`src/rtl/gpio_ins_sender.sv`:
```
`timescale 1ns/1ps
// ---------------------------------------------------------------------------
// gpio_ins_sender
//
// Transmit end of the GPIO instruction-load link. A host-side board uses it
// to stream a program image, word by word, from a local synchronous image
// memory onto a 32-bit GPIO data bus. Each word is framed by a write strobe
// with a guaranteed setup time before it and hold time after it.
//
// Per-word sequence: READ (2) -> SETUP (SETUP_CYC) -> STROBE (STB_CYC)
// -> HOLD (HOLD_CYC), then either the next word or FIN (1 cycle, done pulse).
//
// Parameters:
//   AW        word-address width; the image holds at most 2^AW words
//   SETUP_CYC cycles data is stable before gpio_we rises (>= 1)
//   STB_CYC   cycles gpio_we is held high (>= 1)
//   HOLD_CYC  cycles data is held after gpio_we falls (>= 1)
//
// Ports:
//   clk        system clock
//   rst_n      asynchronous active-low reset
//   start      single-cycle start pulse, ignored while busy
//   words      number of words to send (0 .. 2^AW), sampled on accepted start
//   mem_addr   read address to the image memory (registered)
//   mem_data   image memory read data, valid one cycle after mem_addr changes
//   gpio_data  instruction word driven onto the link (registered)
//   gpio_we    link write strobe, active high (direct flop output)
//   busy       transfer in progress, including the FIN cycle
//   done       one-cycle pulse in the FIN cycle
//   idx        number of words fully sent in the current or last transfer
// ---------------------------------------------------------------------------
module gpio_ins_sender #(
   parameter int AW        = 6,
   parameter int SETUP_CYC = 2,
   parameter int STB_CYC   = 4,
   parameter int HOLD_CYC  = 2
) (
   input  logic          clk,
   input  logic          rst_n,
   input  logic          start,
   input  logic [AW:0]   words,
   output logic [AW-1:0] mem_addr,
   input  logic [31:0]   mem_data,
   output logic [31:0]   gpio_data,
   output logic          gpio_we,
   output logic          busy,
   output logic          done,
   output logic [AW:0]   idx
);

   // The read phase is fixed: one cycle for the address to reach the memory,
   // one cycle for the memory's registered data to come back.
   localparam int READ_CYC = 2;

   // The phase counter only has to span the longest phase.
   localparam int MAX_A   = (SETUP_CYC > STB_CYC)  ? SETUP_CYC : STB_CYC;
   localparam int MAX_B   = (HOLD_CYC  > READ_CYC) ? HOLD_CYC  : READ_CYC;
   localparam int MAX_CYC = (MAX_A > MAX_B) ? MAX_A : MAX_B;
   localparam int CW      = (MAX_CYC > 1) ? $clog2(MAX_CYC) : 1;

   localparam logic [CW-1:0] READ_LAST  = CW'(READ_CYC - 1);
   localparam logic [CW-1:0] SETUP_LAST = CW'(SETUP_CYC - 1);
   localparam logic [CW-1:0] STB_LAST   = CW'(STB_CYC - 1);
   localparam logic [CW-1:0] HOLD_LAST  = CW'(HOLD_CYC - 1);

   typedef enum logic [2:0] {
      S_IDLE   = 3'd0,
      S_READ   = 3'd1,
      S_SETUP  = 3'd2,
      S_STROBE = 3'd3,
      S_HOLD   = 3'd4,
      S_FIN    = 3'd5
   } state_t;

   state_t          state;
   state_t          next_state;

   logic [CW-1:0]   cnt;
   logic [AW:0]     n;

   logic            phase_last;
   logic            last_word;
   logic            accept;

   logic [CW-1:0]   cnt_d;
   logic [AW:0]     n_d;
   logic [AW:0]     idx_d;
   logic [AW-1:0]   mem_addr_d;
   logic [31:0]     gpio_data_d;
   logic            gpio_we_d;
   logic            busy_d;
   logic            done_d;

   // A start pulse only counts when the block is idle; this is what makes
   // start during a transfer (including the FIN cycle) harmless.
   assign accept = (state == S_IDLE) && start;

   // The word that just finished its hold phase was the last one when the
   // post-increment count reaches the latched length.
   assign last_word = ((idx + (AW+1)'(1)) == n);

   // Flags the final cycle of whichever timed phase the FSM is in.
   always_comb begin
      phase_last = 1'b0;
      case (state)
         S_READ:   phase_last = (cnt == READ_LAST);
         S_SETUP:  phase_last = (cnt == SETUP_LAST);
         S_STROBE: phase_last = (cnt == STB_LAST);
         S_HOLD:   phase_last = (cnt == HOLD_LAST);
         default:  phase_last = 1'b0;
      endcase
   end

   // State register; reset lands in IDLE from anywhere, mid-strobe included.
   always_ff @(posedge clk or negedge rst_n) begin
      if (!rst_n) begin
         state <= S_IDLE;
      end else begin
         state <= next_state;
      end
   end

   // Next-state logic. An empty image skips straight to FIN so done still
   // pulses once. Unused encodings fall back to IDLE.
   always_comb begin
      next_state = state;
      case (state)
         S_IDLE: begin
            if (accept) begin
               next_state = (words == '0) ? S_FIN : S_READ;
            end
         end
         S_READ: begin
            if (phase_last) next_state = S_SETUP;
         end
         S_SETUP: begin
            if (phase_last) next_state = S_STROBE;
         end
         S_STROBE: begin
            if (phase_last) next_state = S_HOLD;
         end
         S_HOLD: begin
            if (phase_last) next_state = last_word ? S_FIN : S_READ;
         end
         S_FIN: begin
            next_state = S_IDLE;
         end
         default: begin
            next_state = S_IDLE;
         end
      endcase
   end

   // Output and datapath next values. Every output is derived from the next
   // state so that it can be registered and still line up with the phase it
   // belongs to; in particular gpio_we comes straight from a flop.
   always_comb begin
      cnt_d       = '0;
      n_d         = n;
      idx_d       = idx;
      mem_addr_d  = mem_addr;
      gpio_data_d = gpio_data;
      gpio_we_d   = (next_state == S_STROBE);
      busy_d      = (next_state != S_IDLE);
      done_d      = (next_state == S_FIN);

      // The phase counter restarts whenever the FSM changes phase and
      // rests at zero while idle.
      if ((next_state == state) && (state != S_IDLE)) begin
         cnt_d = cnt + CW'(1);
      end

      if (accept) begin
         n_d        = words;
         idx_d      = '0;
         mem_addr_d = '0;
      end

      // The memory data is taken on the final read edge only, so the link
      // data never moves outside the read phase.
      if ((state == S_READ) && phase_last) begin
         gpio_data_d = mem_data;
      end

      // After the last word the address is left alone so it still shows the
      // final word's address and is never re-read from zero.
      if ((state == S_HOLD) && phase_last) begin
         idx_d = idx + (AW+1)'(1);
         if (!last_word) begin
            mem_addr_d = mem_addr + AW'(1);
         end
      end
   end

   // Registered outputs and internal counters.
   always_ff @(posedge clk or negedge rst_n) begin
      if (!rst_n) begin
         cnt       <= '0;
         n         <= '0;
         idx       <= '0;
         mem_addr  <= '0;
         gpio_data <= '0;
         gpio_we   <= 1'b0;
         busy      <= 1'b0;
         done      <= 1'b0;
      end else begin
         cnt       <= cnt_d;
         n         <= n_d;
         idx       <= idx_d;
         mem_addr  <= mem_addr_d;
         gpio_data <= gpio_data_d;
         gpio_we   <= gpio_we_d;
         busy      <= busy_d;
         done      <= done_d;
      end
   end

endmodule

```
`config.mk`:
```
export PLATFORM = sky130hd
export DESIGN_NAME = gpio_ins_sender
export DESIGN_NICKNAME = d
export VERILOG_FILES = /design/src/rtl/gpio_ins_sender.sv
export SDC_FILE = /design/constraint.sdc
export NUM_CORES = 1
export LEC_CHECK = 0
export ABC_CLOCK_PERIOD_IN_PS = 6150
export CAP_MARGIN = 20
export CORE_MARGIN = 10
export CORE_UTILIZATION = 40
export DETAILED_ROUTE_END_ITERATION = 6
export PLACE_DENSITY = 0.8
export SETUP_SLACK_MARGIN = 0.02
export SYNTH_ARGS = -nofsm -noshare
export SYNTH_HDL_FRONTEND = slang
export SYNTH_SLANG_ARGS = --single-unit
```
`constraint.sdc`:
```
create_clock -name clk -period 6.15 [get_ports clk]
set_input_delay 1.23 -clock clk [delete_from_list [all_inputs] [get_ports clk]]
set_output_delay 1.23 -clock clk [all_outputs]
set_load 0.01 [all_outputs]
```
==> metrics.txt, run 1 <==
RSZ-0062 raised after global routing no; die area approximately 10000 sq um; H-tree lvl count 3; post-route antenna net violation count 0; clock insertion delay at the later pin of the skew report between 0.3 and 0.4 ns; transition time at the pin with the least slew margin roughly 0.75 ns; clock skew just under 0.008 ns; count of input and output buffers between 80 and 90; synthesized cell area ~2700 sq um; endpoint kind of the worst setup timing path output port; fraction of registers with async set or reset after synthesis 100%; initial core utilization roughly two fifths; RR Startpoint idx[0]; Min Clock Period, post-route around 2.7 ns; number of remaining DRC errors 0; Final period util between 40% and 50%; clock share of power ~17%; nets in the synthesized netlist roughly 280; outcome finished clean; Critical path origin idx[2]; switching power share of the total ~33%; kind of path behind the tightest hold check flop to flop; Final nets ~370; Setup crit start kind flop; Internal roughly 1.2 mW; total via count after detailed routing 2058; worst slew slack as a fraction of its limit about half; CP max stage delay 0.62 ns; combinational cell fraction of total power a little over two fifths; maximum clock frequency approximately 370 MHz; detail-routed via count per cell between 5 and 6; GP Congestion about 0.8; leakage between 1.5 and 2 nW; Total Negative Setup Slacks 0 ns; layout-stage area growth over the synthesis result 39.8%; maximum fanout count along the critical path 10; core box area roughly 6500 sq um; number of register bits inferred by synthesis 60; share of final-layout standard cells stronger than drive strength 1 about 16%; most common flop cell mapped by yosys sky130_fd_sc_hd__dfrtp_1; number of failing setup endpoints in the final timing report 0; clock slew at reported path FFs 0.06 ns; Max Cap Viol 0; instance count on the critical path 1; GRT Resource Usage Total between 10% and 20%; post-CTS setup repair buffer count 0; hold buffer count at CTS 0; die extent in y about 100 microns; synthesized instance count between 200 and 250; Peak VDD IR 0.000219 V; via count of the first global-routing pass 2180; arrival time at the worst endpoint 1.50 ns; antenna violations before repair 0; utilization after layout 58.6%; maximum number of pins on one net before global-route repair slightly above 60; sw power 576 uW; post-DR wirelength/cell 16.6 microns; detailed-placement wirelength estimate between 5 and 6 mm; register-to-register setup slack 3.70 ns; ports placed on the boundary 90; first drt pass iteration count 4; critical path's top delay family buffers and inverters; power density over cell area between 400 and 500 nW/um^2; # fillers between 500 and 600; sequential share of power ~40%; Total Routed Length around 6.7 mm; post-synthesis sequential area ratio 55.4%; number of sinks driven by the clock tree 60; global-route wire length before repair between 10 and 15 mm; overall power after layout ~1.7 mW; Syn Area/Cell 11.6 sq um; buffering stage count on the worst path with inverters included 1; standard-cell row count 29; CTS root buf sky130_fd_sc_hd__clkbuf_8; count of flip-flops with a built-in enable after synthesis 0; Worst Reg2Reg Path Length in Cells 7; distinct cell type count of the synthesized netlist between 40 and 50; data required time of the worst path roughly 4.9 ns; TritonCTS buffer count 9; clock tree from TritonCTS built; total inserted antenna cells 0; number of synthesis warnings 0; GRT Residual Overflow 0; path type of the worst setup path flop to output port; count of final hold-check violations 0; number of instances resized during post-cts repair 0; clock buffer depth 2; cells along the critical path clkdlybuf4s50_1; RR Endpoint mem_addr[5]; critical path capture point idx[2]; Die Span X a little over 100 microns; critical path's slowest cell sky130_fd_sc_hd__clkdlybuf4s50_1; number of DRC violations after detailed-routing iteration 0 between 80 and 90; Fin Hold WS ~0.49 ns; max-slew violations 0
## flip-flops by register name (all words and copies together), names as in the netlist
signal     cells
cnt            2
idx            7
state          3
gpio_data     32
gpio_we        1
mem_addr       6
busy           1
done           1
n              7
## Yosys cell counts, types with 3 or more instances
master | instances | area share, %
sky130_fd_sc_hd__dfrtp_1 | 60 | 55
sky130_fd_sc_hd__a31oi_1 | 5 | 1.2
sky130_fd_sc_hd__xor2_1 | 4 | 1.3
sky130_fd_sc_hd__mux2_2 | 32 | 13
sky130_fd_sc_hd__nand3_1 | 4 | 0.74
sky130_fd_sc_hd__mux2i_1 | 6 | 2.2
sky130_fd_sc_hd__o21ai_0 | 10 | 1.8
sky130_fd_sc_hd__inv_1 | 6 | 0.83
sky130_fd_sc_hd__nor2_1 | 10 | 1.4
sky130_fd_sc_hd__nor3_1 | 3 | 0.55
sky130_fd_sc_hd__clkbuf_1 | 6 | 0.83
sky130_fd_sc_hd__nand2_1 | 44 | 6.1
sky130_fd_sc_hd__xnor2_1 | 8 | 2.6
## per-layer routing
| layer | track usage (%) | wire (microns) | vias to the layer above |
|---|---|---|---|
| met3 | 3.10 | 328 | 8 |
| met5 | 0 | 0 | - |
| met4 | 5.86 | 87 | 0 |
| met2 | 22.7 | 3530 | 48 |
| met1 | 14.5 | 2760 | 1011 |
| li1 | - | - | 991 |
## power groups by stage
stage | Sequential, mW | Combinational, mW | Clock [mW]
finish | 0.696 | 0.749 | 0.286
global route | 0.721 | 0.820 | 0.319
CTS | 0.696 | 0.765 | 0.299
detailed placement | 0.703 | 0.761 | 0
global placement | 0.692 | 0.743 | 0
floorplan | 0.726 | 0.354 | 0
## cells by family (layout without fill, tap and decap cells)
kind of cell             Yosys count  count (layout)  synth area share (%)
AND/OR/NAND/NOR                   76              76                  12.9
AO/OA/AOI/OAI                     29              29                  7.67
multiplexers                      38              38                  15.5
buffers and inverters             17             111                  3.65
adder cells (fa/ha/maj)            2               2                 0.924
XOR/XNOR                          12              12                  3.88
flip-flops                        60              60                  55.4
## worst min-delay path by stage
stage	startpoint	endpoint	slack, ns	cells after the start
floorplan	n[4]	n[4]	0.47	2
global placement	mem_addr[5]	mem_addr[5]	0.47	1
detailed placement	mem_addr[5]	mem_addr[5]	0.48	1
CTS	mem_addr[5]	mem_addr[5]	0.50	1
global route	mem_addr[5]	mem_addr[5]	0.52	1
finish	mem_addr[5]	mem_addr[5]	0.49	1
## cells in the final DEF (no fill, tap or decap), types with 2 or more instances in the layout
| master | instances |
|---|---|
| sky130_fd_sc_hd__buf_4 | 2 |
| sky130_fd_sc_hd__inv_1 | 6 |
| sky130_fd_sc_hd__mux2i_1 | 6 |
| sky130_fd_sc_hd__clkbuf_8 | 10 |
| sky130_fd_sc_hd__clkdlybuf4s50_1 | 88 |
| sky130_fd_sc_hd__a31oi_1 | 5 |
| sky130_fd_sc_hd__o41ai_1 | 2 |
| sky130_fd_sc_hd__clkinv_2 | 3 |
| sky130_fd_sc_hd__nand3_1 | 4 |
| sky130_fd_sc_hd__and3_2 | 2 |
| sky130_fd_sc_hd__o31ai_1 | 2 |
| sky130_fd_sc_hd__and3_1 | 2 |
| sky130_fd_sc_hd__o21ai_0 | 10 |
| sky130_fd_sc_hd__xnor2_1 | 8 |
| sky130_fd_sc_hd__nand2_1 | 44 |
| sky130_fd_sc_hd__nor2_1 | 10 |
| sky130_fd_sc_hd__ha_1 | 2 |
| sky130_fd_sc_hd__nand4_1 | 2 |
| sky130_fd_sc_hd__dfrtp_1 | 60 |
| sky130_fd_sc_hd__mux2_2 | 32 |
| sky130_fd_sc_hd__xor2_1 | 4 |
| sky130_fd_sc_hd__nor3_1 | 3 |
## through the flow
step                worst slack, ns  instance area (sq um)  std cells
finish                         3.42                   3790        405
global route                   3.35                   3790        405
CTS                            3.40                   3790        405
detailed placement             3.29                   3630        391
global placement               3.32                   3630        391
floorplan                      3.88                   2710        234
## cell type report
cell class              count  area, sq um  share of cell area, %
flip-flops and latches     60         1500                   39.7
multi-input cells         157         1110                   29.3
repair buffers             91          901                   23.8
clock buffers              11          141                   3.73
well taps                  77         96.3                   2.54
inverters                   6         22.5                  0.595
clock inverters             3         15.0                  0.397
Power figures use the tool's default switching activity.
==> run 2, diff against run 1 <==
--- a/config.mk
+++ b/config.mk
@@ -5,12 +5,12 @@
 export SDC_FILE = /design/constraint.sdc
 export NUM_CORES = 1
 export LEC_CHECK = 0
-export ABC_CLOCK_PERIOD_IN_PS = 6150
+export ABC_CLOCK_PERIOD_IN_PS = 2500
 export CAP_MARGIN = 20
 export CORE_MARGIN = 10
 export CORE_UTILIZATION = 40
 export DETAILED_ROUTE_END_ITERATION = 6
-export PLACE_DENSITY = 0.8
+export PLACE_DENSITY = 0.83
 export SETUP_SLACK_MARGIN = 0.02
 export SYNTH_ARGS = -nofsm -noshare
 export SYNTH_HDL_FRONTEND = slang
==> constraint.sdc (replaced) <==
create_clock -name clk -period 2.5 [get_ports clk]
set_input_delay 0.5 -clock clk [delete_from_list [all_inputs] [get_ports clk]]
set_output_delay 0.5 -clock clk [all_outputs]
set_load 0.01 [all_outputs]
==> run 2 against run 1 <==
Compared with the run above:
- non-clock buffer count increased by 4
- sequential share of layout area decreased by 0.47 points
- flip-flop and latch count is the same
- clock-buffer cell count is 1 lower
- design area rose by 1.2%
- clock skew increased by 0.0013 ns
- largest power group unchanged
- highest routed layer unchanged
==> metrics.txt, run 2 (synthesis gave the netlist of run 1 again) <==
detail-routed via count per cell slightly above 5; GRT Resource Usage Total about an eighth; TritonCTS buffer count 9; Largest Register gpio_data; GRT Residual Overflow 0; antenna violations before repair 0; clock skew between 0.009 and 0.01 ns; Final nets 373; count of input and output buffers 89; post-DR wirelength/cell 16.2 microns; number of sinks driven by the clock tree 60; die area about 10000 sq um; power density over cell area between 1000 and 1500 nW/um^2; Worst Setup Slack post-DPL about 0.13 ns; transition time at the pin with the least slew margin a little over 0.4 ns; leakage roughly 1.7 nW; CTS root buf sky130_fd_sc_hd__clkbuf_8; layout-stage area growth over the synthesis result 41.4%; clock tree from TritonCTS built; total via count after detailed routing between 2000 and 2500; maximum clock frequency 428 MHz; maximum fanout count along the critical path 7; first drt pass iteration count 4; Final period util roughly 93%; path type of the worst setup path flop to flop; summed area of non-filler cells in the final layout about 3800 sq um; number of remaining DRC errors 0; number of failing setup endpoints in the final timing report 0; via count of the first global-routing pass around 2100; arrival time at the worst endpoint 2.58 ns; fin worst setup slack 0.165 ns; Total Routed Length about 6.7 mm; Worst Reg2Reg Path Length in Cells 7; most frequent cells in the layout sky130_fd_sc_hd__clkdlybuf4s50_1, sky130_fd_sc_hd__dfrtp_1, sky130_fd_sc_hd__nand2_1, sky130_fd_sc_hd__mux2_2; Placement Cell Area roughly 3700 sq um; clock share of power 17.2%; most frequent standard cell in the layout excluding fill and tap cells sky130_fd_sc_hd__clkdlybuf4s50_1; share of final-layout standard cells stronger than drive strength 1 between 10% and 20%; max-slew violations 0; sw power about 1.5 mW; largest registers gpio_data (32), idx (7), n (7); initial core utilization 41.9%; standard-cell row count 29; die extent in y slightly above 100 microns; Internal between 2 and 3 mW; Max Cap Viol 0; count of final hold-check violations 0; clock buffer depth 2; sequential share of power around 40%; outcome finished clean; combinational cell fraction of total power between 40% and 50%; utilization after layout 59.3%; data required time of the worst path 2.75 ns; H-tree lvl count 3; kind of path behind the tightest hold check input pin to asynchronous set/reset pin; Min Clock Period, post-route 2.34 ns; Peak VDD IR about 0.00046 V; clock slew at reported path FFs roughly 0.07 ns; ports placed on the boundary 90; detailed-placement wirelength estimate roughly 5.2 mm; endpoint kind of the worst setup timing path flop; number of DRC violations after detailed-routing iteration 0 about 120; Setup crit start kind flop; number of flip-flops in the largest register 32; core box area between 6000 and 7000 sq um; switching power share of the total between 30% and 40%; clock insertion delay at the later pin of the skew report about 0.33 ns; Die Span X between 100 and 150 microns; global-route wire length before repair around 10 mm; worst slew slack as a fraction of its limit 72.7%; RSZ-0062 raised after global routing no; total inserted antenna cells 0; maximum number of pins on one net before global-route repair 33; GP Congestion slightly above 0.8; Total Negative Setup Slacks 0 ns; post-route antenna net violation count 0
-- run 2: cell types whose count changed in the layout (fill, tap and decap cells not counted) --
cell                         change
sky130_fd_sc_hd__ha_2            +1
sky130_fd_sc_hd__clkinv_2        -1
sky130_fd_sc_hd__clkinv_4        +1
sky130_fd_sc_hd__clkinvlp_4      +3
sky130_fd_sc_hd__ha_1            -1
sky130_fd_sc_hd__clkbuf_8        -1
sky130_fd_sc_hd__buf_4           +4
-- run 2: worst max-delay path, cell delays in order, from the launching register on --
cell and delay [ns]:
sky130_fd_sc_hd__dfrtp_1 0.46, sky130_fd_sc_hd__ha_2 0.28, sky130_fd_sc_hd__nand3_4 0.08, sky130_fd_sc_hd__or3_1 0.38, sky130_fd_sc_hd__a2111o_1 0.44, sky130_fd_sc_hd__o31a_4 0.32, sky130_fd_sc_hd__nand4_1 0.12, sky130_fd_sc_hd__mux2i_1 0.18
-- run 2: area by class of cell --
cell class / count / area (sq um)
fillers: 541 / 2630
flip-flops and latches: 60 / 1500
multi-input cells: 157 / 1110
repair buffers: 95 / 931
clock buffers: 10 / 128
well taps: 77 / 96.3
clock inverters: 6 / 41.3
inverters: 6 / 22.5
-- run 2: timing repair --
| action | CTS | global route |
|---|---|---|
| resized for setup | 0 | 1 |
| setup buffers | 0 | 0 |
| endpoints found under the hold margin | 0 | 0 |
| endpoints found under the setup margin | 0 | 3 |
| hold buffers | 0 | 0 |
-- run 2: final timing paths --
path | start | to | slack [ns]
setup / recovery | idx[0] | mem_addr[5] | 0.16
min in group clk | mem_addr[5] | mem_addr[5] | 0.48
hold reg to reg | mem_addr[5] | mem_addr[5] | 0.48
setup reg to reg | idx[0] | mem_addr[5] | 0.16
max in group asynchronous | rst_n | gpio_data[2] | 2.00
hold / removal | rst_n | n[0] | 0.17
-- run 2: layer usage --
layer  wire length [microns]  track usage, %
met3                     488            4.12
met2                    3290            20.2
met4                      92            5.86
met1                    2780            15.0
met5                       0               0
-- run 2: power by group through the flow --
stage | registers (mW) | logic, mW | clock network (mW)
2_1_floorplan | 1.79 | 0.870 | 0
3_3_place_gp | 1.71 | 1.83 | 0
3_5_place_dp | 1.74 | 1.88 | 0
4_1_cts | 1.72 | 1.88 | 0.771
5_1_grt | 1.77 | 2.00 | 0.815
6_report | 1.72 | 1.85 | 0.739
-- run 2: stage by stage --
| step | power, mW | instances | hold WS (ns) |
|---|---|---|---|
| 2_1_floorplan | 2.66 | 234 | 0.204 |
| 3_3_place_gp | 3.54 | 395 | 0.472 |
| 3_5_place_dp | 3.61 | 395 | 0.464 |
| 4_1_cts | 4.38 | 411 | 0.177 |
| 5_1_grt | 4.59 | 411 | 0.200 |
| 6_report | 4.30 | 411 | 0.170 |
==> run 3, diff against run 2 <==
--- a/config.mk
+++ b/config.mk
@@ -7,7 +7,7 @@
 export LEC_CHECK = 0
 export ABC_CLOCK_PERIOD_IN_PS = 2500
 export CAP_MARGIN = 20
-export CORE_MARGIN = 10
+export CORE_MARGIN = 3
 export CORE_UTILIZATION = 40
 export DETAILED_ROUTE_END_ITERATION = 6
 export PLACE_DENSITY = 0.83
==> run 3 against run 2 <==
Compared with the run above:
- sequential power barely moved
- worst hold slack worse by 0.012 ns
- design area grew 1.0%
- register-to-register slack better by 0.03 ns
- global-route usage is 3.1 points higher
- combinational power is essentially flat
- setup slack improved by 0.028 ns
- clock power is 17% higher
- non-clock buffer count decreased by 1
- flip-flop and latch count did not move
- first-iteration DRC count down 14%
- highest routed layer unchanged
- die area fell by 25%
==> metrics.txt, run 3 (synthesis gave the netlist of run 1 again) <==
outcome finished clean; GRT Residual Overflow 0; most frequent cells in the layout sky130_fd_sc_hd__clkdlybuf4s50_1, sky130_fd_sc_hd__dfrtp_1, sky130_fd_sc_hd__nand2_1, sky130_fd_sc_hd__mux2_2; initial core utilization between 40% and 50%; GP Congestion 0.814; via count of the first global-routing pass approximately 2000; clock insertion delay at the later pin of the skew report between 0.3 and 0.4 ns; die extent in y 88.3 microns; first drt pass iteration count 4; count of final hold-check violations 0; standard-cell row count 29; RSZ-0062 raised after global routing no; Final period util 92.3%; met1 capacity usage during global routing about 20%; Final nets 372; path type of the worst setup path flop to flop; clock skew approximately 0.0079 ns; Setup crit start kind flop; Worst Setup Slack post-DPL about 0.13 ns; # fillers 550; number of sinks driven by the clock tree 60; routing usage on met3 under 10%; cells along the critical path ha_2, nand3_4, or3_1, a2111o_1, o31a_4, nand4_1, mux2i_1; Max Cap Viol 0; layout-stage area growth over the synthesis result 42.9%; critical path capture point mem_addr[5]; largest registers gpio_data (32), idx (7), n (7); clock tree from TritonCTS built; number of failing setup endpoints in the final timing report 0; global-route track usage on met2 between 20% and 30%; count of input and output buffers 89; arrival time at the worst endpoint between 2 and 3 ns; RR Startpoint idx[1]; post-CTS setup repair buffer count 0; transition time at the pin with the least slew margin about 0.47 ns; detail-routed via count per cell 5.04; overall power after layout 4.40 mW; number of remaining DRC errors 0; post-DR wirelength/cell roughly 14 microns; post-route antenna net violation count 0; endpoint kind of the worst setup timing path flop; GRT Resource Usage Total 15.7%; register-to-register setup slack 0.19 ns; CTS root buf sky130_fd_sc_hd__clkbuf_8; H-tree lvl count 3; die area about 7800 sq um; total via count after detailed routing between 2000 and 2500; Largest Register gpio_data; Peak VDD IR 0.000451 V; number of DRC violations after detailed-routing iteration 0 ~110; layer with the highest usage met2; CP max stage delay 0.44 ns; ports placed on the boundary 90; fin worst setup slack 0.193 ns; Fin Hold WS 0.158 ns; number of flip-flops in the largest register 32; maximum number of pins on one net before global-route repair between 60 and 70; maximum clock frequency about 430 MHz; RR Endpoint mem_addr[5]; Total Routed Length a little under 6 mm; storage element area roughly 1500 sq um; global-route wire length before repair 9.38 mm; core box area between 6000 and 7000 sq um; total inserted antenna cells 0; worst slew slack as a fraction of its limit between 60% and 70%; multi-input gate area in the final layout 1110 sq um; kind of path behind the tightest hold check input pin to asynchronous set/reset pin; max-slew violations 0; Die Span X 88.3 microns; Worst Reg2Reg Path Length in Cells 7; TritonCTS buffer count 9; most frequent standard cell in the layout excluding fill and tap cells sky130_fd_sc_hd__clkdlybuf4s50_1; clock buffer depth 2; Critical path origin idx[1]; data required time of the worst path 2.74 ns; share of final-layout standard cells stronger than drive strength 1 a little under a fifth; clock slew at reported path FFs around 0.07 ns; critical path's slowest cell sky130_fd_sc_hd__a2111o_1; power density over cell area 1140 nW/um^2; Min Clock Period, post-route 2.31 ns; maximum fanout count along the critical path 7; Total Negative Setup Slacks 0 ns; antenna violations before repair 0; leakage about 1.7 nW; detailed-placement wirelength estimate between 4 and 5 mm
run 3: worst max-delay path: cells and delay by family, from the launching register on:
family | cells | cell delay [ns]
flip-flops | 1 | 0.42
multiplexers | 1 | 0.20
AND/OR/NAND/NOR | 3 | 0.58
AO/OA/AOI/OAI | 2 | 0.76
adder cells (fa/ha/maj) | 1 | 0.27
run 3: area by class of cell:
type	instances	area share (%)
Clock buffer	10	3.56
Clock inverter	6	1.65
Inverter	6	0.582
Multi-Input combinational cell	157	28.7
Sequential cell	60	38.8
Tap cell	77	2.49
Timing Repair Buffer	94	24.2
run 3: repair_timing:
item	4_1_cts	5_1_grt
hold buffers	0	0
endpoints found under the setup margin	0	3
gates resized for setup	0	2
run 3: per-layer routing:
metal | vias to the layer above | part of all wire [%]
li1 | 999 | -
met1 | 987 | 43
met2 | 65 | 49
met3 | 15 | 5.7
met4 | 0 | 2.3
met5 | - | 0
run 3: per-stage QoR:
step	area, sq um	util (%)	std cells
6_report	3870	59.9	410
5_1_grt	3870	59.9	410
4_1_cts	3870	59.9	410
3_5_place_dp	3660	56.7	394
3_3_place_gp	3660	56.7	394
2_1_floorplan	2710	-	234
run 3: worst min path at each step:
stage	from	endpoint	slack, ns	cells past startpoint
5_1_grt	rst_n	gpio_data[14]	0.19	2
3_3_place_gp	mem_addr[5]	mem_addr[5]	0.47	1
6_report	rst_n	n[4]	0.16	2
4_1_cts	rst_n	gpio_data[2]	0.17	2
3_5_place_dp	mem_addr[5]	mem_addr[5]	0.48	1
2_1_floorplan	rst_n	busy	0.20	0
run 3: power breakdown:
part | internal [mW] | total (mW) | switching (mW) | leakage (nW)
clock | 0.485 | 0.863 | 0.378 | 0.0983
sequential | 1.39 | 1.71 | 0.322 | 0.734
combinational | 1.10 | 1.83 | 0.723 | 0.847
total | 2.97 | 4.40 | 1.42 | 1.68
